<file path="config.mk">
export PLATFORM = sky130hd
export DESIGN_NAME = torus_mm_sched
export DESIGN_NICKNAME = d
export VERILOG_FILES = /design/src/rtl/torus_mm_sched.sv
export SDC_FILE = /design/constraint.sdc
export NUM_CORES = 1
export LEC_CHECK = 0
export ABC_AREA = 1
export ABC_CLOCK_PERIOD_IN_PS = 2200
export CORE_ASPECT_RATIO = 0.7
export CORE_MARGIN = 3
export CORE_UTILIZATION = 50
export CTS_CLUSTER_SIZE = 8
export DETAILED_ROUTE_END_ITERATION = 16
export HOLD_SLACK_MARGIN = 0.12
export PLACE_DENSITY = 0.75
export SLEW_MARGIN = 20
export SYNTH_ARGS = -nofsm -noshare
export SYNTH_HDL_FRONTEND = slang
export SYNTH_SLANG_ARGS = --single-unit
</file>
<file path="constraint.sdc">
create_clock -name CLK -period 2.2 [get_ports CLK]
set_input_delay 0.66 -clock CLK [delete_from_list [all_inputs] [get_ports CLK]]
set_output_delay 0.66 -clock CLK [all_outputs]
set_load 0.02 [all_outputs]
</file>
<file path="src/rtl/torus_mm_sched.sv">
// Cannon's-algorithm sequencer for the N x N torus multiply array: clears accumulators,
// skews A/B, then runs N rounds of multiply / accumulate / rotate via the STM-EOM handshake.
module torus_mm_sched #(
    parameter int N      = 4,
    parameter int STEP_W = 4
) (
    input  logic              CLK,
    input  logic              RST,
    input  logic              START,
    input  logic              EOM_ALL,
    output logic              STM,
    output logic              ACC_CLR,
    output logic              ACC_EN,
    output logic [N-1:0]      SHA,
    output logic [N-1:0]      SHB,
    output logic [STEP_W-1:0] STEP,
    output logic              BUSY,
    output logic              DONE
);

    typedef enum logic [2:0] {
        IDLE, CLR, SKEW, MSTART, MWAIT, ACC, SHIFT, FIN
    } state_t;

    localparam logic [STEP_W-1:0] K_SKEW_LAST = STEP_W'((N > 1) ? N - 2 : 0);
    localparam logic [STEP_W-1:0] K_LAST      = STEP_W'(N - 1);

    state_t              state_q, state_d;
    logic [STEP_W-1:0]   k_q, k_d;
    logic                first_q, first_d;
    logic                stm_q, stm_d;
    logic                clr_q, clr_d;
    logic                acc_q, acc_d;
    logic [N-1:0]        sha_q, sha_d;
    logic                busy_q, busy_d;
    logic                done_q, done_d;

    always_comb begin
        state_d = state_q;
        k_d     = k_q;
        first_d = 1'b0;
        case (state_q)
            IDLE:   if (START) state_d = CLR;
            CLR: begin
                k_d     = '0;
                state_d = (N > 1) ? SKEW : MSTART;
            end
            SKEW: begin
                if (k_q == K_SKEW_LAST) begin
                    k_d     = '0;
                    state_d = MSTART;
                end else begin
                    k_d = k_q + STEP_W'(1);
                end
            end
            MSTART: begin
                first_d = 1'b1;
                state_d = MWAIT;
            end
            // The first MWAIT cycle may still see EOM from before STM reached the PEs.
            MWAIT:  if (!first_q && EOM_ALL) state_d = ACC;
            ACC:    state_d = (k_q == K_LAST) ? FIN : SHIFT;
            SHIFT: begin
                k_d     = k_q + STEP_W'(1);
                state_d = MSTART;
            end
            FIN: begin
                k_d     = '0;
                state_d = IDLE;
            end
            default: begin
                k_d     = '0;
                state_d = IDLE;
            end
        endcase
    end

    // Outputs are decoded from the next state so the registered copies line up with state_q.
    always_comb begin
        stm_d  = (state_d == MSTART);
        clr_d  = (state_d == CLR);
        acc_d  = (state_d == ACC);
        busy_d = (state_d != IDLE);
        done_d = (state_d == FIN);
        sha_d  = '0;
        for (int i = 0; i < N; i++) begin
            if (state_d == SKEW)
                sha_d[i] = (i > int'(k_d));
            else if (state_d == SHIFT)
                sha_d[i] = 1'b1;
        end
    end

    always_ff @(posedge CLK or negedge RST) begin
        if (!RST) begin
            state_q <= IDLE;
            k_q     <= '0;
            first_q <= 1'b0;
            stm_q   <= 1'b0;
            clr_q   <= 1'b0;
            acc_q   <= 1'b0;
            sha_q   <= '0;
            busy_q  <= 1'b0;
            done_q  <= 1'b0;
        end else begin
            state_q <= state_d;
            k_q     <= k_d;
            first_q <= first_d;
            stm_q   <= stm_d;
            clr_q   <= clr_d;
            acc_q   <= acc_d;
            sha_q   <= sha_d;
            busy_q  <= busy_d;
            done_q  <= done_d;
        end
    end

    // Row and column enables follow identical patterns, so one register drives both.
    assign STM     = stm_q;
    assign ACC_CLR = clr_q;
    assign ACC_EN  = acc_q;
    assign SHA     = sha_q;
    assign SHB     = sha_q;
    assign STEP    = k_q;
    assign BUSY    = busy_q;
    assign DONE    = done_q;

endmodule

</file>
**After elaboration in Yosys (flattened, before gate mapping)**

Cells that the tools add are included.

- Magnitude comparators: 3
- Reductions and logical operators: 5
- Equal/unequal tests: 15
- $add $sub $neg: 1
- Muxes and demuxes: 13

Operator list:

| operator | count |
|---|---|
| $pmux 3 s8 | 1 |
| $eq 3x3->1 const B | 7 |
| $eq 3x2->1 const B | 4 |
| $pmux 4 s3 | 1 |
| $mux 3 | 3 |
| $eq 4x2->1 const B | 2 |
| $gt 2x4->1 const A | 2 |
| $mux 1 | 7 |
| $eq 3x1->1 const B | 2 |
| $add 4x1->4 const B | 1 |
| $gt 1x4->1 const A | 1 |
| $mux 4 | 1 |
| $logic_not 3->1 | 1 |
| $reduce_bool 3->1 | 1 |
| $reduce_or 2->1 | 1 |
| $logic_and 1x1->1 | 1 |
| $logic_not 1->1 | 1 |

- Output and inout port bits: 17
- Logic and storage cells: 46
- Flip-flop bits (word level): 17
- Input bits: 4

**Longest topological paths before layout**

Gate-level depths: netlist of the first run.

- Depth in word-level cells: 7
- Mapped depth: 12

**Worst setup path after synthesis of the first run**

No wires, ideal clock.

- Path kind: register -> register
- From: register state_q[0]
- To: register sha_q[3] (netlist: SHA[3])
- Buffers on the path: 0
- Library setup time: 0.118 ns
- Stages on the path, launching flop included: 13
- Clock period less this slack: 1.596 ns
- Setup slack: 0.604 ns
- Data required time: 2.082 ns
- Data arrival time: 1.478 ns
- Path through: dfrtp_1 -> inv_1 -> ha_1 -> inv_1 -> nand2_4 -> nor2_8 -> nand2_1 -> nand2_1 -> nand2_4 -> nand3_2 -> nor2_1 -> nand2_1 -> nand2_1

- Cells in the longest elaborated chain, start to end: 5
- Elaborated cells between the ends (all ways): 19

Ends and longest elaborated chain:

| what | line | text |
|---|---|---|
| start: declaration | 28 | `state_t state_q, state_d;` |
| start signal: assignment | 106 | `state_q <= state_d;` |
| $eq 3x3->1 (tied with other cells) | 42 | `case (state_q)` |
| $pmux 3 s8 * | 42 |  |
| named net state_d[1] | 28 |  |
| $eq 3x3->1 | 89 | `else if (state_d == SHIFT)` |
| $mux 1 | 89 |  |
| $mux 1 * | 87 | `if (state_d == SKEW)` |
| named net sha_d[3] | 34 | `logic [N-1:0] sha_q, sha_d;` |
| end signal: assignment | 102 | `sha_q <= '0;` |
| end signal: assignment | 112 | `sha_q <= sha_d;` |
| end: declaration | 34 |  |

The timed path passes the listed nets; every way through them passes the cells marked *.

**Worst setup path after layout of the first run**

- From: register k_q[1] (netlist: STEP[1])
- To: output port STEP[1]

RTL lines:

| what | line | text |
|---|---|---|
| start: declaration | 29 | `logic [STEP_W-1:0] k_q, k_d;` |
| start signal: assignment | 107 | `k_q <= k_d;` |
| end: declaration | 16 | `output logic [STEP_W-1:0] STEP,` |

No word-level cell between the ends.

==> flow_summary.ini, run 1 <==
[cells_and_area]
fin_util_pct = 66.3
nNetsFinal = 147
area_growth_pct = 20.9
drive_gt1_share_pct = 20.6
num_antenna_cells = 0

[critical_path]
cp_slowest_stage_delay_ns = 0.63
reg2reg_from = state_q[0]
cp.arrival_ns = 1.34
crit_end = STEP[1]
cp-startpoint = STEP[1]
cp_num_cells = 1
path_class = flip-flop to output pin
worstPathRequired_ns = 1.54
cp-end-kind = output pin
ff2ff_setup_slack_ns = 0.39
critPathMaxFanout = 5
r2r_end = SHA[2]
reg2reg_depth = 11
crit_chain = clkdlybuf4s50_1
cp.buffers_inverters = 1
worstSetupStartpointType = flip-flop
slowest_stage = clkdlybuf4s50_1
crit_family = buffers and inverters

[yosys]
avgSynthCellArea_um2 = 9.15
synth_cells = 116
netlist_area_um2 = 1060
syn_nets = 126
synthDistinctLibCells = 22
yosysWarnings = 0
ys_seq_elements = 17
yosysSeqAreaShare_pct = 40.1

[grt]
grt_pass1_vias = 759
grt_pass1_wl_mm = 3.32
grt_usage_pct = 16.9
overflow = 0
antenna_found_initial = 0
grt_max_degree = 18

[die]
num_io_pins = 21
rows = 13
die_x_um = 61.1
initial_core_util_pct = 54.8
core_area_um2 = 1940
die_area_um2 = 2720
die_h_um = 44.5

[clock_tree]
clock-sinks = 17
hold_buffers = 0
ctsResizeCount = 0
numCtsBuffers = 3
cts_max_level = 1
ctsRootBufferMaster = clkbuf_4
cts.path.max_buffers = 2
path_clk_slew_ns = 0.10
clk_latency_ns = 0.28
tritoncts = built
post_cts_buffers = 0

[sta]
skew_ns = 0.00352
fin_tns_setup_ns = 0
max_freq_ghz = 0.500
hold_violations = 0
worstMarginPinSlew_ns = 0.525
fin_crit_sh_pct = 90.9
worst_slack_ns = 0.200
timing.final.crit_period_ns = 2.00
setup_viol = 0
rsz0062_at_grt = no
max_slew_margin_pct = 65.0
finalMaxSlewViolations = 0

[placement]
gp_congestion = 0.827
preCtsSetupSlack_ns = 0.251
portBuffers = 20
dp_hpwl_mm = 1.54

[worst_hold_path]
hp-class = flip-flop to flip-flop
min_path_cells = 3

[flow_run]
drv_cap = 0

[routing]
routed_wl_mm = 1.90
wl_per_cell_um = 12.0
drt_iter0_markers = 40
drc_errors = 0
num_vias = 783
ant_nets = 0
drt_first_pass_iters = 4
viasPerCell = 4.96

[power_and_ir_drop]
vdd_drop_max_mv = 0.881
p_leak_nw = 0.668
power_w = 0.00206
power-per-cell-area_nw_per_um2 = 1610

[status]
run_status = finished clean
layout make-up:
class | count | area (µm²)
clock inverters | 1 | 5.00
inverters | 20 | 77.6
fillers | 156 | 653
clock buffers | 3 | 22.5
multi-input cells | 74 | 517
well taps | 22 | 27.5
repair buffers | 21 | 208
flip-flops and latches | 17 | 425
synthesized netlist by cell type:
master	number	share of area, %
nand2_2	3	1.8
nand4_1	4	2.4
nand3_1	5	2.4
nor2_1	13	4.6
o211ai_4	1	2.0
a21boi_4	1	1.8
nand2_4	4	4.2
o21ai_1	1	0.47
inv_2	2	0.71
nor2_4	3	3.2
nand2_1	22	7.8
dfrtp_1	17	40
nand3_2	5	4.7
a21oi_1	2	0.94
o21ai_0	1	0.47
ha_1	6	7.1
nor2_8	2	3.8
inv_4	1	0.59
buf_6	1	1.1
buf_4	4	2.8
nand4_2	1	1.2
inv_1	17	6.0
sequential cells by signal, indices dropped and copies added, names as in the netlist:
name     flops
DONE         1
state_q      3
STM          1
ACC_CLR      1
STEP         4
BUSY         1
ACC_EN       1
SHA          4
first_q      1
worst min path at each step:
stage,startpoint,endpoint,slack (ns)
after CTS,STEP[0],STEP[0],0.68
after floorplan,RST,ACC_CLR,0.36
after global placement,STEP[3],STEP[3],0.65
after global routing,RST,first_q,0.68
after detailed placement,STEP[0],STEP[0],0.66
final,STEP[3],STEP[3],0.67
cells by family (layout without fill, tap and decap cells):
group / count (synthesis) / in the layout / synth area share (%)
buf+inv: 25 / 45 / 11.2
compound gates: 6 / 6 / 5.66
fa+ha+maj: 6 / 6 / 7.08
simple gates: 62 / 62 / 36.0
flops: 17 / 17 / 40.1
report_power, final:
part	total, W	switching (W)	internal (W)
sequential	0.000529	0.000106	0.000423
combinational	0.00137	0.000854	0.000515
clock	0.000164	0.0000965	0.0000674
total	0.00206	0.00106	0.00101
metal layers:
metal  GRT usage (%)  vias up  share of wire, %
met4            9.09        0               1.3
met5               0        -                 0
li1                -      400                 -
met3            4.66        4               3.8
met1            22.8      366                49
met2            24.5       13                46
cell usage in the layout, fill, tap and decap left out:
master and count:
nand2_1 22, clkdlybuf4s50_1 20, dfrtp_1 17, inv_1 17, nor2_1 13, ha_1 6, nand3_1 5, nand3_2 5
nand4_1 4, nand2_4 4, nor2_4 3, nand2_2 3, clkbuf_4 3, a21oi_1 2, nor2_8 2, inv_2 2
inv_4 1, o21ai_0 1, o211ai_4 1, a21boi_4 1, nand4_2 1, o21ai_1 1, clkinv_2 1, buf_4 1
through the flow:
stage / cells / instance area [µm²] / hold slack (ns)
6_report: 158 / 1280 / 0.673
5_1_grt: 158 / 1280 / 0.682
4_1_cts: 158 / 1280 / 0.675
3_5_place_dp: 154 / 1250 / 0.659
3_3_place_gp: 154 / 1250 / 0.651
2_1_floorplan: 116 / 1060 / 0.364
Power figures use the tool's default switching activity.
==> inputs of run 2 (changes only) <==
- CAP_MARGIN: default -> 25
- CTS_CLUSTER_SIZE: 8 -> default
- SKIP_CTS_REPAIR_TIMING: default -> 1
==> results of run 2 <==
Same layout as run 1: the final DEF is identical, and so are final timing and power.
==> inputs of run 3 (changes only) <==
- CAP_MARGIN: 25 -> 20
- GPL_TIMING_DRIVEN: default -> 0
- PLACE_DENSITY: 0.75 -> default
- PLACE_DENSITY_LB_ADDON: default -> 0.15
==> flow_summary.ini, run 3 (synthesis gave the netlist of run 1 again) <==
[clock_tree]
cts_max_level = 1
clk_latency_ns = 0.28
cts.path.max_buffers = 2
ctsRootBufferMaster = clkbuf_4
clock-sinks = 17
numCtsBuffers = 3
tritoncts = built
path_clk_slew_ns = 0.09

[cells_and_area]
num_antenna_cells = 0
fillers = 165
mostFrequentLayoutCells = nand2_1 (22), clkdlybuf4s50_1 (20), dfrtp_1 (17), inv_1 (17), nor2_1 (13)
nNetsFinal = 151
area_growth_pct = 23.9
final_common_cell = nand2_1
drive_gt1_share_pct = 22.1
fin_util_pct = 67.9

[critical_path]
worstSetupStartpointType = flip-flop
reg2reg_from = state_q[0]
crit_chain = clkdlybuf4s50_1
crit_family = buffers and inverters
cp_slowest_stage_delay_ns = 0.63
worstPathRequired_ns = 1.54
slowest_stage = clkdlybuf4s50_1
cp.arrival_ns = 1.33
cp.buffers_inverters = 1
ff2ff_setup_slack_ns = 0.40
path_class = flip-flop to output pin
cp-end-kind = output pin
cp-startpoint = STEP[2]
critPathMaxFanout = 5

[routing]
drt_first_pass_iters = 4
routed_wl_mm = 1.89
num_vias = 804
drt_iter0_markers = 44
ant_nets = 0
wl_per_cell_um = 11.7
viasPerCell = 4.96
drc_errors = 0

[grt]
grt_pass1_vias = 752
antenna_found_initial = 0
overflow = 0
grt_pass1_wl_mm = 3.28
grt_usage_pct = 16.8
grt_max_degree = 18

[die]
num_io_pins = 21
initial_core_util_pct = 54.8
die_area_um2 = 2720
die_h_um = 44.5
die_x_um = 61.1
rows = 13
core_area_um2 = 1940

[worst_hold_path]
hp-class = flip-flop to flip-flop
min_from = state_q[2]

[power_and_ir_drop]
power-per-cell-area_nw_per_um2 = 1600
p_leak_nw = 0.687
vdd_drop_max_mv = 0.979

[sta]
fin_tns_setup_ns = 0
hold_violations = 0
finalMaxSlewViolations = 0
fin_crit_sh_pct = 90.6
timing.final.crit_period_ns = 1.99
max_slew_margin_pct = 52.4
setup_viol = 0
skew_ns = 0.00331
worstMarginPinSlew_ns = 0.711
max_freq_ghz = 0.502
rsz0062_at_grt = no

[placement]
gp_congestion = 0.839
dp_hpwl_mm = 1.59
portBuffers = 20

[status]
run_status = finished clean

[flow_run]
drv_cap = 0
## run 3: changes by cell type in the layout (fill, tap and decap cells not counted)
cell | previous run | this run
clkbuf_1 | 0 | 1
clkinv_2 | 1 | 0
buf_6 | 0 | 1
buf_4 | 1 | 4
## run 3: per-stage QoR
step / hold WS [ns] / setup slack (ns) / cells / cell area, µm² / total power, W
final: 0.611 / 0.207 / 162 / 1320 / 0.00210
after global placement: 0.599 / 0.232 / 158 / 1290 / 0.00191
after detailed placement: 0.604 / 0.228 / 158 / 1290 / 0.00196
after global routing: 0.640 / 0.125 / 162 / 1320 / 0.00231
after CTS: 0.614 / 0.190 / 162 / 1320 / 0.00213
after floorplan: 0.364 / 0.604 / 116 / 1060 / 0.00159
## run 3: layer usage
metal / GRT usage, % / wire length (µm) / up-vias
met4: 6.93 / 27 / 0
met3: 6.12 / 93 / 5
met2: 25.9 / 874 / 16
met5: 0 / 0 / -
li1: - / - / 407
met1: 21.4 / 896 / 376
## run 3: layout make-up
type / instances / area [µm²] / share of cell area, %
multi-input combinational: 74 / 517 / 39.3
sequential: 17 / 425 / 32.4
timing repair buffer: 20 / 200 / 15.2
inverter: 20 / 77.6 / 5.90
buffer: 5 / 41.3 / 3.14
tap: 22 / 27.5 / 2.09
clock buffer: 4 / 26.3 / 2.00
## run 3: final timing paths
check / depth (start not counted) / end
min in group asynchronous: 1 / STEP[3]
worst max-delay path: 1 / STEP[2]
worst min register to register: 2 / first_q
worst min-delay path: 2 / first_q
max in group asynchronous: 1 / STM
worst max register to register: 12 / SHA[3]
## run 3: where the power goes
part | internal, W | leakage [nW] | total, W | switching [W]
logic | 0.000553 | 0.451 | 0.00145 | 0.000901
clock network | 0.0000704 | 0.0150 | 0.000156 | 0.0000859
registers | 0.000424 | 0.221 | 0.000494 | 0.0000698
total | 0.00105 | 0.687 | 0.00210 | 0.00106
